==> config.mk <==
export PLATFORM = sky130hd
export DESIGN_NAME = spi_controller
export DESIGN_NICKNAME = d
export VERILOG_FILES = /design/src/rtl/spi_controller.sv
export SDC_FILE = /design/constraint.sdc
export NUM_CORES = 1
export LEC_CHECK = 0
export BUFFER_PORTS_ARGS = -buffer_cell sky130_fd_sc_hd__buf_2
export CAP_MARGIN = 25
export CORE_MARGIN = 10
export CORE_UTILIZATION = 61
export CTS_BUF_LIST = sky130_fd_sc_hd__clkbuf_8
export DETAILED_ROUTE_END_ITERATION = 7
export PLACE_DENSITY_LB_ADDON = 0.05
export SLEW_MARGIN = 20
export SYNTH_ARGS = -nofsm -noshare
export SYNTH_HDL_FRONTEND = slang
export SYNTH_SLANG_ARGS = --single-unit
==> constraint.sdc <==
create_clock -name clk -period 7.82 [get_ports clk]
set_clock_uncertainty 0.1 [all_clocks]
set_input_delay 1.173 -clock clk [delete_from_list [all_inputs] [get_ports clk]]
set_output_delay 1.173 -clock clk [all_outputs]
set_load 0.005 [all_outputs]
==> src/rtl/spi_controller.sv <==
// spi_controller: quad-lane SPI initiator for single-word register access.
//
// Accepts one read or write request on a valid/ready port and turns it into
// one CS_N-framed mode-0 transfer. Each SCK cycle carries one nibble, MSB
// nibble first:
//   CMD (2 nibbles)  {we, zero pad, wmask}; reads send a zero mask
//   ADDR             AWIDTH/4 nibbles
//   write: DATA      DWIDTH/4 nibbles driven on COPI
//   read:  DUMMY turnaround cycles, then DWIDTH/4 nibbles sampled from CIPO
// Every completed transfer ends with a one-cycle rsp_valid pulse. rsp_rdata
// is updated only by reads.
//
// Ports:
//   clk, rst_n             system clock, asynchronous active-low reset
//   req_valid / req_ready  request handshake (ready only while idle)
//   req_we, req_addr, req_wdata, req_wmask   request fields
//   rsp_valid, rsp_rdata   completion strobe and read data
//   busy                   transfer in progress
//   CS_N, SCK, COPI, CIPO  SPI bus (SCK idles low)
//
// Build option: define SPI_CTRL_CIPO_SYNC_EN to route CIPO through a 2-flop
// synchroniser. Capture then happens two clk cycles after each SCK-rise tick,
// which needs CLK_DIV >= 3. Frame and response timing are unchanged.
module spi_controller #(
    parameter int AWIDTH  = 8,
    parameter int DWIDTH  = 32,
    parameter int MWIDTH  = DWIDTH / 8,
    parameter int CLK_DIV = 2,
    parameter int DUMMY   = 2
) (
    input  logic              clk,
    input  logic              rst_n,
    input  logic              req_valid,
    output logic              req_ready,
    input  logic              req_we,
    input  logic [AWIDTH-1:0] req_addr,
    input  logic [DWIDTH-1:0] req_wdata,
    input  logic [MWIDTH-1:0] req_wmask,
    output logic              rsp_valid,
    output logic [DWIDTH-1:0] rsp_rdata,
    output logic              busy,
    output logic              CS_N,
    output logic              SCK,
    output logic [3:0]        COPI,
    input  logic [3:0]        CIPO
);

    localparam int N_WR     = 2 + AWIDTH / 4 + DWIDTH / 4;
    localparam int N_RD     = 2 + AWIDTH / 4 + DUMMY + DWIDTH / 4;
    localparam int RD_FIRST = 2 + AWIDTH / 4 + DUMMY;   // first SCK cycle carrying read data
    localparam int FW       = 8 + AWIDTH + DWIDTH;
    localparam int NMAX     = (N_RD > N_WR) ? N_RD : N_WR;
    localparam int CW       = $clog2(NMAX + 1);
    localparam int DIVW     = $clog2(CLK_DIV);

    localparam logic [2:0] IDLE  = 3'd0;
    localparam logic [2:0] SETUP = 3'd1;
    localparam logic [2:0] SHIFT = 3'd2;
    localparam logic [2:0] HOLD  = 3'd3;
    localparam logic [2:0] GAP   = 3'd4;

    if (CLK_DIV < 2) begin : g_chk_div
        $error("spi_controller: CLK_DIV must be at least 2");
    end
    if (MWIDTH > 7) begin : g_chk_mask
        $error("spi_controller: MWIDTH must be at most 7");
    end

    logic [2:0]        state_q, state_d;
    logic [DIVW-1:0]   div_q, div_d;
    logic [CW-1:0]     nib_q, nib_d;
    logic              ph_q, ph_d;
    logic              we_q, we_d;
    logic              csn_q, csn_d;
    logic              sck_q, sck_d;
    logic [3:0]        copi_q, copi_d;
    logic              rsp_valid_q, rsp_valid_d;
    logic [DWIDTH-1:0] rdata_q, rdata_d;
    logic [FW-1:0]     sr_q, sr_d;
    logic [DWIDTH-1:0] rd_sr_q;
    logic              tick, cap_now, cap_en;
    logic [3:0]        cap_nib;
    logic [6:0]        mask7;
    logic [FW-1:0]     frame;
    logic [CW-1:0]     n_last;

    // Reads carry a zero mask and zero data so COPI stays low after ADDR.
    assign mask7  = req_we ? 7'(req_wmask) : 7'd0;
    assign frame  = {req_we, mask7, req_addr, req_we ? req_wdata : {DWIDTH{1'b0}}};
    assign n_last = we_q ? CW'(N_WR - 1) : CW'(N_RD - 1);
    assign tick   = (div_q == DIVW'(CLK_DIV - 1));

    always_comb begin
        state_d     = state_q;
        div_d       = (state_q == IDLE || tick) ? '0 : div_q + 1'b1;
        nib_d       = nib_q;
        ph_d        = ph_q;
        we_d        = we_q;
        csn_d       = csn_q;
        sck_d       = sck_q;
        copi_d      = copi_q;
        rsp_valid_d = 1'b0;
        rdata_d     = rdata_q;
        sr_d        = sr_q;
        cap_now     = 1'b0;
        case (state_q)
            IDLE: begin
                if (req_valid) begin
                    state_d = SETUP;
                    csn_d   = 1'b0;
                    we_d    = req_we;
                    nib_d   = '0;
                    copi_d  = frame[FW-1 -: 4];
                    sr_d    = frame << 4;
                end
            end
            SETUP: begin
                // The first rise is CMD nibble 0, never read data.
                if (tick) begin
                    state_d = SHIFT;
                    sck_d   = 1'b1;
                end
            end
            SHIFT: begin
                if (tick) begin
                    if (sck_q) begin
                        sck_d  = 1'b0;
                        copi_d = sr_q[FW-1 -: 4];
                        sr_d   = sr_q << 4;
                    end else if (nib_q == n_last) begin
                        state_d = HOLD;
                    end else begin
                        sck_d   = 1'b1;
                        nib_d   = nib_q + 1'b1;
                        // nib_q + 1 is the index of the SCK cycle now rising.
                        cap_now = !we_q && (nib_q >= CW'(RD_FIRST - 1));
                    end
                end
            end
            HOLD: begin
                if (tick) begin
                    state_d     = GAP;
                    csn_d       = 1'b1;
                    rsp_valid_d = 1'b1;
                    ph_d        = 1'b0;
                    if (!we_q) begin
                        rdata_d = rd_sr_q;
                    end
                end
            end
            GAP: begin
                // Two half-periods with CS_N high before the next request.
                if (tick) begin
                    if (ph_q) begin
                        state_d = IDLE;
                    end else begin
                        ph_d = 1'b1;
                    end
                end
            end
            default: begin
                state_d = IDLE;
                csn_d   = 1'b1;
                sck_d   = 1'b0;
            end
        endcase
    end

    always_ff @(posedge clk or negedge rst_n) begin
        if (!rst_n) begin
            state_q     <= IDLE;
            div_q       <= '0;
            nib_q       <= '0;
            ph_q        <= 1'b0;
            we_q        <= 1'b0;
            csn_q       <= 1'b1;
            sck_q       <= 1'b0;
            copi_q      <= 4'h0;
            rsp_valid_q <= 1'b0;
            rdata_q     <= '0;
        end else begin
            state_q     <= state_d;
            div_q       <= div_d;
            nib_q       <= nib_d;
            ph_q        <= ph_d;
            we_q        <= we_d;
            csn_q       <= csn_d;
            sck_q       <= sck_d;
            copi_q      <= copi_d;
            rsp_valid_q <= rsp_valid_d;
            rdata_q     <= rdata_d;
        end
    end

`ifdef SPI_CTRL_CIPO_SYNC_EN
    if (CLK_DIV < 3) begin : g_chk_sync
        $error("spi_controller: SPI_CTRL_CIPO_SYNC_EN requires CLK_DIV >= 3");
    end

    logic [3:0] cipo_s1_q, cipo_s2_q;
    logic       cap1_q, cap2_q;

    always_ff @(posedge clk) begin
        cipo_s1_q <= CIPO;
        cipo_s2_q <= cipo_s1_q;
    end

    // The capture strobe is delayed by the same two cycles as the data, so
    // the nibble present at the SCK-rise tick is the one captured.
    always_ff @(posedge clk or negedge rst_n) begin
        if (!rst_n) begin
            cap1_q <= 1'b0;
            cap2_q <= 1'b0;
        end else begin
            cap1_q <= cap_now;
            cap2_q <= cap1_q;
        end
    end

    assign cap_en  = cap2_q;
    assign cap_nib = cipo_s2_q;
`else
    assign cap_en  = cap_now;
    assign cap_nib = CIPO;
`endif

    always_ff @(posedge clk) begin
        sr_q <= sr_d;
    end

    always_ff @(posedge clk) begin
        if (cap_en) begin
            rd_sr_q <= (rd_sr_q << 4) | DWIDTH'(cap_nib);
        end
    end

    assign req_ready = (state_q == IDLE);
    assign busy      = (state_q != IDLE);
    assign CS_N      = csn_q;
    assign SCK       = sck_q;
    assign COPI      = copi_q;
    assign rsp_valid = rsp_valid_q;
    assign rsp_rdata = rdata_q;

endmodule
; ---- After elaboration in Yosys (flattened, before gate mapping)
; Cells that the tools add are included.
; W data, S select, Z words.
[op_classes]
n_lt_le_gt_ge = 1
n_mux = 41
addsub = 2
eq_ne = 15
n_bitwise = 4
reduce_logical = 17
[op_table]
columns = op, count
row1 = $mux W48, 3
row2 = $pmux W48 S2, 1
row3 = $mux W32, 1
row4 = $mux W4, 8
row5 = $or A32 B4 Y32, 1
row6 = $mux W3, 9
row7 = $ne A2 B2 Y1 const B, 10
row8 = $pmux W4 S2, 2
row9 = $pmux W3 S5, 1
row10 = $mux W1, 13
row11 = $reduce_and A3 Y1, 4
row12 = $reduce_and A8 Y1, 1
row13 = $eq A3 B2 Y1 const B, 2
row14 = $pmux W1 S3, 2
row15 = $reduce_or A3 Y1, 2
row16 = $reduce_and A5 Y1, 1
row17 = $add A4 B1 Y4 const B, 1
row18 = $eq A4 B4 Y1, 1
row19 = $ge A4 B3 Y1 const B, 1
row20 = $reduce_and A4 Y1, 1
row21 = $reduce_bool A2 Y1, 2
row22 = $eq A3 B1 Y1 const B, 1
row23 = $eq A3 B3 Y1 const B, 1
row24 = $logic_not A3 Y1, 1
row25 = other kinds (8), 10
[word_totals]
elab_cells = 92
input_bits = 52
register_bits = 129
output_inout_bits = 41

; ---- Depth between registers and ports, before layout
; Gate-level depths: netlist (run 1).
[depth]
ltp_word = 6
depth_mapped = 8
depth_no_buf = 5

; ---- Worst setup path before layout (run 1)
; No wires, ideal clock.
[synth_timing]
path_kind = register to register
start = register state_q[0]
end = register rd_sr_q[0], enable pin
slack_ps = 2950
synth_period_minus_slack_ps = 4870
path_stages_with_launch = 8
setup_time_ps = 502
t_arrival_ps = 4268
required_ps = 7218
n_path_buf = 3
path_cell_list = dfrtp_1 -> buf_4 -> nor2_2 -> and2_1 -> clkbuf_2 -> buf_4 -> nand2_1 -> nor4_1
[synth_via]
elab_chain_cells = 2
[synth_lines]
columns = element, line
row1 = "start, declared", 69  ; logic [2:0] state_q, state_d;
row2 = "start signal, assigned", 182  ; state_q <= state_d;
row3 = $eq A3 B2 Y1, 106  ; case (state_q)
row4 = $mux W1, 106
row5 = net cap_en, 81  ; logic tick, cap_now, cap_en;
row6 = "end signal, assigned", 233  ; rd_sr_q <= (rd_sr_q << 4) | DWIDTH'(cap_nib);
row7 = "end, declared", 80  ; logic [DWIDTH-1:0] rd_sr_q;
; The timed path passes the listed nets, and every way through them passes these cells.
; A chain may end at the register's enable or synchronous reset.

; ---- Final worst setup path (run 1)
[layout_timing]
start = register state_q[1]
end = output req_ready
[layout_via]
elab_chain_cells = 1
[layout_lines]
columns = element, line
row1 = $logic_not A3 Y1, 237  ; assign req_ready = (state_q == IDLE);
row2 = "end, declared", 34  ; output logic req_ready,
; No other way between the ends.

==> impl_metrics.json, run 1 <==
{
  "rows": 33,
  "max-cap-violations": 0,
  "status": "finished clean",
  "cts_max_path_buffers": 2,
  "ys_seq_elements": 125,
  "max-vdd-ir-drop_uv": 278,
  "stdcell_area_sq_um": 6070,
  "relSlewSlack": 0.566,
  "max_freq_ghz": 0.356,
  "core_area_sq_um": 8220,
  "nets": 532,
  "fin_crit_ps": 2810,
  "avgViaCountPerCell": 5.18,
  "hp-class": "flop to flop",
  "grt_first_pass_wirelength_um": 16100,
  "ff2ff_path_depth": 5,
  "yosysTopAreaCellShare": 0.443,
  "start_util": 0.626,
  "placed_area_sq_um": 5630,
  "tns_ps": 0,
  "end_kind": "output pin",
  "cts_hold_buf": 0,
  "syn2layout_area_growth_pct": 18.0,
  "overflow": 0,
  "gp_congestion": 0.854,
  "start_kind": "flop",
  "ys_types": 45,
  "cts_buffers": 17,
  "synth_fp_nets": 439,
  "yosys_warnings": 0,
  "postRouteAntennaNets": 0,
  "drt_iter0_markers": 166,
  "power-per-cell-area_nw_per_um2": 386,
  "grt_usage": 0.158,
  "wl_per_cell_um": 16.4,
  "final_core_util": 0.739,
  "drc_errors": 0,
  "yosysMostFrequentCell": "nand2_1",
  "netlist_area_sq_um": 5150,
  "antenna_found_initial": 0,
  "drive_gt1_frac": 0.345,
  "p_leak_nw": 2.70,
  "finalCritPeriodShare": 0.359,
  "cts_setup_buffers": 0,
  "postSynth.asyncResetShare": 0.392,
  "syn-mean-instance-area_sq_um": 13.4,
  "yosysSeqAreaShare": 0.682,
  "setup_viol": 0,
  "worst_slew_pin_slew_ps": 651,
  "synth_commonest_cells": "nand2_1, edfxtp_1, dfrtp_1, o21ai_0, mux2_4",
  "clk_pin_slew_ps": 80,
  "synth_area_leaders": "edfxtp_1, dfrtp_1, mux2_4",
  "die_area_sq_um": 12500,
  "synth_top_area_cell": "edfxtp_1",
  "power_mw": 2.34,
  "cp_max_fo": 14,
  "grt_setup_unrepaired": "no",
  "diodes": 0,
  "grt_max_degree": 50,
  "cts_root_buffer": "clkbuf_8",
  "finalMaxSlewViolations": 0,
  "crit_arrival_ps": 1530,
  "synth_edf_count": 76,
  "syn_inst": 384,
  "dp_cells": 562,
  "vias": 3081,
  "min_delay_path_depth": 0,
  "fp.dieH_um": 112,
  "insertion_delay_ps": 410,
  "post-dp-hpwl_um": 6440,
  "first_global_vias": 3207,
  "required_ps": 6550,
  "cts_sinks": 125,
  "wl_um": 9770,
  "die_w_um": 112,
  "fin_cells": 595,
  "ys_dominant_reg_cell": "edfxtp_1",
  "cts_tree": "done",
  "drt-pass1-iter-count": 5,
  "worstSetupPathType": "flop to output pin",
  "io_buffers": 92,
  "boundaryPins": 93,
  "htreeDepth": 4,
  "hold_viol_final": 0,
  "cts_resized": 0
}
[logic make-up (layout without fill, tap and decap cells)]
kind of cell | Yosys count | after routing | share of synthesized area
AOI/OAI and AO/OA | 54 | 54 | 0.0613
xor gates and xnor gates | 1 | 1 | 0.00170
adders and majority gates | 3 | 3 | 0.00729
muxes | 34 | 34 | 0.0960
buffers and inverters | 30 | 136 | 0.0367
and+or+nand+nor | 137 | 137 | 0.115
DFF | 125 | 125 | 0.682
[final cells by class]
class                   count  area, sq um
flip-flops and latches    125         3510
fillers                   552         2140
multi-input cells         229         1460
repair buffers             96          518
clock buffers              19          262
clock inverters            13          165
well taps                 105          131
inverters                   8         30.0
[metrics by stage]
| step | worst slack (ps) | hold WS [ps] |
|---|---|---|
| finish | 5010 | 350 |
| floorplan | 2950 | 322 |
| detailed placement | 4960 | 336 |
| global placement | 4790 | 328 |
| global route | 4880 | 357 |
| CTS | 4990 | 352 |
[path summary, 6_finish.rpt]
check	start	endpoint	slack [ps]
max	state_q[1]	req_ready	5010
min	rd_sr_q[20]	rd_sr_q[24]	350
max reg2reg	state_q[2]	rd_sr_q[10]	5150
min reg2reg	rd_sr_q[20]	rd_sr_q[24]	350
max in group asynchronous	rst_n	ph_q	6510
min in group asynchronous	rst_n	rsp_rdata[31]	670
[cells in the final DEF, fill, tap and decap left out, types with 3 or more instances in the layout]
master / n
clkbuf_8: 19
nand3_1: 4
nand2_1: 105
a21oi_1: 4
and3b_1: 3
and3_1: 5
mux2_4: 30
nor2_1: 6
ha_1: 3
bufinv_16: 3
o21ai_0: 37
edfxtp_1: 76
dfrtp_1: 48
mux2_2: 3
inv_1: 9
buf_2: 91
clkinv_4: 6
buf_4: 3
[per-layer routing]
layer | global-route usage | part of all wire
met2 | 0.239 | 0.49
met4 | 0.0591 | 0.0078
met1 | 0.207 | 0.45
met5 | 0 | 0
met3 | 0.0553 | 0.047
[worst max-delay path: stages, from the launching register on]
cell and delay, ps:
dfrtp_1 520, or3_1 420, inv_1 80, buf_2 110
[power breakdown]
group	switching, mW	leakage [nW]	total (mW)	internal, mW
sequential	0.131	1.31	1.09	0.960
clock	0.250	0.221	0.584	0.334
combinational	0.343	1.17	0.669	0.326
[state kept, by name, summed over array words and instances, names as in the netlist, 3 cells and up]
register / cells
COPI: 4
nib_q: 4
rd_sr_q: 32
rsp_rdata: 32
sr_q: 44
state_q: 3
Note: power is estimated with default switching activity, not from simulation.
==> run 2: changes to the inputs <==
--- a/config.mk
+++ b/config.mk
@@ -5,10 +5,11 @@
 export SDC_FILE = /design/constraint.sdc
 export NUM_CORES = 1
 export LEC_CHECK = 0
+export ABC_AREA = 1
 export BUFFER_PORTS_ARGS = -buffer_cell sky130_fd_sc_hd__buf_2
 export CAP_MARGIN = 25
 export CORE_MARGIN = 10
-export CORE_UTILIZATION = 61
+export CORE_UTILIZATION = 58
 export CTS_BUF_LIST = sky130_fd_sc_hd__clkbuf_8
 export DETAILED_ROUTE_END_ITERATION = 7
 export PLACE_DENSITY_LB_ADDON = 0.05
==> constraint.sdc (replaced) <==
create_clock -name clk -period 2.7 [get_ports clk]
set_clock_uncertainty 0.1 [all_clocks]
set_input_delay 0.405 -clock clk [delete_from_list [all_inputs] [get_ports clk]]
set_output_delay 0.405 -clock clk [all_outputs]
set_load 0.005 [all_outputs]
==> run 2 against run 1 <==
  * Cell count increased by 7.7%
  * Critical path type is now flop to flop
  * Sequential share of layout area decreased by 0.69 points
  * Synthesized cell count increased by 9.4%
  * Register-to-register slack got worse by 4500 ps
  * Non-clock buffer count increased by 2
  * Count of clock-buffer cells in the layout decreased by 2
  * Highest routed layer unchanged
  * Largest cell class unchanged
  * Wire length increased by 4.0%
  * Sequential power increased by 85%
  * Global-route usage increased by 0.61 points
  * First-iteration DRC count increased by 60%
==> impl_metrics.json, run 2 <==
{
  "syn-mean-instance-area_sq_um": 12.4,
  "finalCritPeriodShare": 0.759,
  "cts_max_path_buffers": 2,
  "syn_inst": 420,
  "crit_arrival_ps": 2060,
  "required_ps": 2710,
  "power.internal_mw": 2.98,
  "max-vdd-ir-drop_uv": 358,
  "drive_gt1_frac": 0.325,
  "end_kind": "flop",
  "start_util": 0.596,
  "regToRegEndpoint": "sr_q[32]",
  "yosysSeqAreaShare": 0.676,
  "synth_top_area_cell": "edfxtp_1",
  "yosysTopAreaCellShare": 0.439,
  "slowest_delay_ps": 480,
  "cts_hold_buf": 1,
  "boundaryPins": 93,
  "fp.dieH_um": 115,
  "avgViaCountPerCell": 5.16,
  "grt_usage": 0.165,
  "wl_um": 10200,
  "cts_tree": "done",
  "drc_errors": 0,
  "max_freq_ghz": 0.488,
  "p_leak_nw": 3.02,
  "setup_viol": 0,
  "postRouteAntennaNets": 0,
  "overflow": 0,
  "synth_commonest_cells": "nand2_1, edfxtp_1, dfrtp_1, nand3_1, mux2_4",
  "drt-pass1-iter-count": 6,
  "synth_fp_nets": 475,
  "combPwrFrac": 0.026,
  "fill_cells": 658,
  "yosysMostFrequentCell": "nand2_1",
  "sequentialPowerShare": 0.536,
  "die_w_um": 115,
  "worst-r2r-setup-slack_ps": 650,
  "relSlewSlack": 0.591,
  "final_common_cell": "nand2_1",
  "largest_reg_flops": 44,
  "hp-class": "primary input to flop",
  "worstSetupPathType": "flop to flop",
  "slowest_stage": "dfrtp_1",
  "first_global_vias": 3476,
  "ys_types": 27,
  "grt_setup_unrepaired": "no",
  "cts_sinks": 125,
  "max-cap-violations": 0,
  "hold_viol_final": 0,
  "cts_resized": 0,
  "gp_congestion": 0.801,
  "yosys_warnings": 0,
  "ys_seq_elements": 125,
  "min_from": "CIPO[0]",
  "synth_edf_count": 76,
  "grt_max_degree": 51,
  "wl_per_cell_um": 15.8,
  "min_delay_path_depth": 1,
  "grt_first_pass_wirelength_um": 17000,
  "ff2ff_path_depth": 8,
  "switching_share": 0.210,
  "post-dp-hpwl_um": 6730,
  "netlist_area_sq_um": 5190,
  "diodes": 0,
  "core_area_sq_um": 8720,
  "antenna_found_initial": 0,
  "clk_pin_slew_ps": 80,
  "syn2layout_area_growth_pct": 18.3,
  "crit_chain": "nor2_2, inv_1, nor2_2, nand2_1, nand2_1, nand2_2, inv_2, buf_12",
  "postSynth.asyncResetShare": 0.392,
  "nets": 575,
  "crit-reg2reg-launch": "state_q[1]",
  "io_buffers": 92,
  "synth_area_leaders": "edfxtp_1, dfrtp_1, nand2_1",
  "finalMaxSlewViolations": 0,
  "mostFrequentLayoutCells": "nand2_1, buf_2, edfxtp_1",
  "p_switching_uw": 793,
  "cts_root_buffer": "clkbuf_8",
  "power-per-cell-area_nw_per_um2": 614,
  "cp_max_fo": 39,
  "cts_setup_buffers": 0,
  "fin_crit_ps": 2050,
  "cts_buffers": 17,
  "status": "finished clean",
  "power_mw": 3.77,
  "start_kind": "flop",
  "drt_iter0_markers": 266,
  "whs_endpoint": "rd_sr_q[0]",
  "vias": 3307,
  "top_register": "sr_q",
  "p_clk_frac": 0.438,
  "tns_ps": 0,
  "rows": 34,
  "ys_dominant_reg_cell": "edfxtp_1",
  "htreeDepth": 4,
  "worst_slew_pin_slew_ps": 613,
  "die_area_sq_um": 13100,
  "insertion_delay_ps": 420
}
-- run 2: power groups by stage --
stage / combinational [mW] / sequential (mW) / clock, mW
after floorplan: 0.0351 / 2.06 / 0
after global placement: 0.0965 / 2.06 / 0
after CTS: 0.101 / 2.02 / 1.69
after detailed placement: 0.0991 / 2.06 / 0
after global routing: 0.115 / 2.02 / 1.79
final: 0.0987 / 2.02 / 1.65
-- run 2: cell families (layout without fill, tap and decap cells) --
family | after synthesis | in the layout | share of synthesized area
muxes | 32 | 32 | 0.0911
DFF | 125 | 125 | 0.676
AOI/OAI and AO/OA | 16 | 16 | 0.0171
buffers and inverters | 42 | 155 | 0.0426
and+or+nand+nor | 202 | 202 | 0.166
adders and majority gates | 3 | 3 | 0.00723
-- run 2: metrics by stage --
stage	std cells	hold slack [ps]	area, sq um	utilization	setup slack (ps)
final	641	55.6	6150	0.705	651
after global routing	641	17.0	6150	0.705	436
after CTS	641	31.0	6150	0.705	638
after detailed placement	608	314	5730	0.657	668
after global placement	608	314	5730	0.657	754
after floorplan	420	9.41	5200	-	198
-- run 2: worst max-delay path: cells and delay by family (launching register included) --
family        cells  cell delay (ps)
simple gates      5              640
flops             1              480
buf+inv           3              490
-- run 2: how the worst max path moves through the flow --
stage                          start  slack, ps  cells after the start         end
after detailed placement  state_q[1]        670                      8    sr_q[30]
after global routing      state_q[2]        440                      8    nib_q[3]
after CTS                 state_q[1]        640                      5        busy
after floorplan           state_q[1]        200                      8    sr_q[10]
final                     state_q[1]        650                      8    sr_q[32]
after global placement      nib_q[0]        750                      6  rd_sr_q[1]
-- run 2: layer usage --
layer	track usage	wire, um	vias to the layer above
met4	0.0668	130	0
met2	0.255	4980	91
met5	0	0	-
li1	-	-	1618
met3	0.0618	673	14
met1	0.203	4370	1584
-- run 2: layout make-up --
cell class / instances / area (sq um) / share of cell area
Clock inverter: 15 / 170 / 0.0277
Inverter: 25 / 93.8 / 0.0153
Multi-Input combinational cell: 253 / 1470 / 0.239
Clock buffer: 17 / 234 / 0.0381
Tap cell: 108 / 135 / 0.0220
Timing Repair Buffer: 98 / 533 / 0.0867
Sequential cell: 125 / 3510 / 0.571
==> run 3: changes to the inputs <==
--- a/config.mk
+++ b/config.mk
@@ -5,11 +5,11 @@
 export SDC_FILE = /design/constraint.sdc
 export NUM_CORES = 1
 export LEC_CHECK = 0
-export ABC_AREA = 1
+export ABC_AREA = 0
 export BUFFER_PORTS_ARGS = -buffer_cell sky130_fd_sc_hd__buf_2
 export CAP_MARGIN = 25
 export CORE_MARGIN = 10
-export CORE_UTILIZATION = 58
+export CORE_UTILIZATION = 52
 export CTS_BUF_LIST = sky130_fd_sc_hd__clkbuf_8
 export DETAILED_ROUTE_END_ITERATION = 7
 export PLACE_DENSITY_LB_ADDON = 0.05
==> constraint.sdc (replaced) <==
create_clock -name clk -period 1.8 [get_ports clk]
set_clock_uncertainty 0.1 [all_clocks]
set_input_delay 0.27 -clock clk [delete_from_list [all_inputs] [get_ports clk]]
set_output_delay 0.27 -clock clk [all_outputs]
set_load 0.005 [all_outputs]
==> run 3 against run 2 <==
  * The run now ends with setup timing left
  * Count of clock-buffer cells in the layout up 3
  * Combinational power rose to 40 times the previous value
  * Die area increased by 8.6%
  * Non-clock buffer count rose by 45
  * Wire length rose by 7.1%
  * Cell area rose by 7.6%
  * Power grew to 2.9 times the previous value
  * Worst setup slack got worse by 710 ps
  * Highest routed layer unchanged
==> impl_metrics.json, run 3 (synthesis results as in run 1) <==
{
  "ff2ff_path_depth": 11,
  "hp-class": "primary input to flop",
  "drt_iter0_markers": 311,
  "crit-reg2reg-launch": "state_q[2]",
  "wl_per_cell_um": 16.2,
  "min_delay_path_depth": 3,
  "wl_um": 10900,
  "hold_viol_final": 0,
  "boundaryPins": 93,
  "final_core_util": 0.680,
  "cts_tree": "done",
  "worst-r2r-setup-slack_ps": -50,
  "crit_end": "req_ready",
  "worstSetupPathType": "flop to output pin",
  "cts_sinks": 125,
  "p_leak_nw": 2.94,
  "io_buffers": 92,
  "worst_slew_pin_slew_ps": 544,
  "relSlewSlack": 0.637,
  "tns_ps": -175,
  "power-per-cell-area_nw_per_um2": 1660,
  "top_register": "sr_q",
  "grt_first_pass_wirelength_um": 17700,
  "die_w_um": 119,
  "drc_errors": 0,
  "status": "finished, violations left",
  "vias": 3325,
  "finalMaxSlewViolations": 0,
  "start_kind": "flop",
  "grt_usage": 0.156,
  "combPwrFrac": 0.355,
  "cpMostUsedCell": "buf_6",
  "drive_gt1_frac": 0.412,
  "core_area_sq_um": 9730,
  "p_clk_frac": 0.226,
  "slowest_stage": "dfrtp_1",
  "syn2layout_area_growth_pct": 28.5,
  "final_common_cell": "nand2_1",
  "grt_max_degree": 78,
  "switching_share": 0.311,
  "finalCritPeriodShare": 1.03,
  "avgViaCountPerCell": 4.96,
  "fin_crit_ps": 1860,
  "crit_arrival_ps": 1490,
  "power.internal_mw": 7.56,
  "start_util": 0.529,
  "largest_reg_flops": 44,
  "gp_congestion": 0.823,
  "max_freq_ghz": 0.538,
  "rows": 36,
  "max-cap-violations": 0,
  "max-vdd-ir-drop_uv": 969,
  "htreeDepth": 4,
  "postRouteAntennaNets": 0,
  "clk_pin_slew_ps": 70,
  "crit_chain": "buf_6, or3_4, inv_2, buf_6",
  "slowest_delay_ps": 390,
  "end_kind": "output pin",
  "cts_root_buffer": "clkbuf_8",
  "required_ps": 1430,
  "grt_setup_unrepaired": "yes",
  "cts_max_path_buffers": 2,
  "pre_cts_ws_ps": 22.0,
  "insertion_delay_ps": 420,
  "die_area_sq_um": 14300,
  "post-dp-hpwl_um": 6760,
  "p_switching_mw": 3.42,
  "fp.dieH_um": 119,
  "nets": 579,
  "diodes": 0,
  "violations": "setup timing",
  "antenna_found_initial": 0,
  "drt-pass1-iter-count": 4,
  "first_global_vias": 3457,
  "overflow": 0,
  "sequentialPowerShare": 0.419,
  "cts_buffers": 17,
  "mostFrequentLayoutCells": "nand2_1, buf_2, edfxtp_1",
  "worst_slack_ps": -57.4,
  "cp_max_fo": 2,
  "regToRegEndpoint": "div_q",
  "setup_viol": 14,
  "startpoint": "state_q[2]"
}
## run 3: cell types whose count changed in the layout (fill, tap and decap cells not counted), moves of 4 or more
| cell | previous run | this run |
|---|---|---|
| inv_6 | 5 | 1 |
| nand4_1 | 4 | 0 |
| inv_1 | 25 | 5 |
| o21ai_0 | 11 | 37 |
| dlygate4sd3_1 | 1 | 8 |
| and3_1 | 0 | 5 |
| buf_4 | 3 | 35 |
| buf_6 | 0 | 4 |
| nand2_1 | 134 | 104 |
| nor2_1 | 12 | 6 |
| nand3_1 | 41 | 4 |
## run 3: per-layer routing
layer / part of all wire / vias to the layer above / track usage
met1: 0.46 / 1613 / 0.197
met3: 0.063 / 12 / 0.0609
li1: - / 1624 / -
met4: 0.011 / 0 / 0.0603
met2: 0.47 / 76 / 0.237
met5: 0 / - / 0
## run 3: power by group through the flow
stage	clock network [mW]	registers (mW)	logic, mW
after global placement	0	4.63	3.25
after detailed placement	0	4.68	3.30
final	2.48	4.60	3.90
after floorplan	0	4.65	2.13
after CTS	2.54	4.60	3.86
after global routing	2.67	4.71	4.35
## run 3: area by class of cell
class / instances / area (sq um)
Clock buffer: 20 / 275
Clock inverter: 12 / 135
Fill cell: 750 / 3120
Inverter: 8 / 30.0
Multi-Input combinational cell: 229 / 1530
Sequential cell: 125 / 3510
Tap cell: 133 / 166
Timing Repair Buffer: 143 / 963
## run 3: timing repair
item / CTS / global route
setup endpoints to repair: 34 / 83
setup buffers: 22 / 0
pin swaps: 2 / 2
gates cloned: 2 / 0
hold buffers: 8 / 0
resized for setup: 13 / 7
hold endpoints to repair: 24 / 0
## run 3: worst max-delay path: cells and delay by family (launching register included)
kind          cells  cell delay, ps
buf+inv           3             280
simple gates      1             390
flops             1             390
## run 3: worst min path at each step
stage	start	endpoint	slack (ps)
2_1_floorplan	rst_n	COPI[0]	-130
3_3_place_gp	rst_n	rsp_rdata[11]	180
3_5_place_dp	rst_n	rsp_rdata[7]	190
4_1_cts	req_addr[4]	sr_q[40]	5
5_1_grt	req_addr[2]	sr_q[38]	20
6_report	req_addr[2]	sr_q[38]	30
## run 3: per-stage QoR
| stage | hold slack, ps | power (mW) | cell area, sq um | instances |
|---|---|---|---|---|
| final | 31.5 | 11.0 | 6610 | 670 |
| after global routing | 17.4 | 11.7 | 6610 | 670 |
| after CTS | 5.05 | 11.0 | 6590 | 671 |
| after detailed placement | 188 | 7.97 | 5840 | 607 |
| after global placement | 179 | 7.88 | 5840 | 607 |
| after floorplan | -126 | 6.78 | 5180 | 384 |
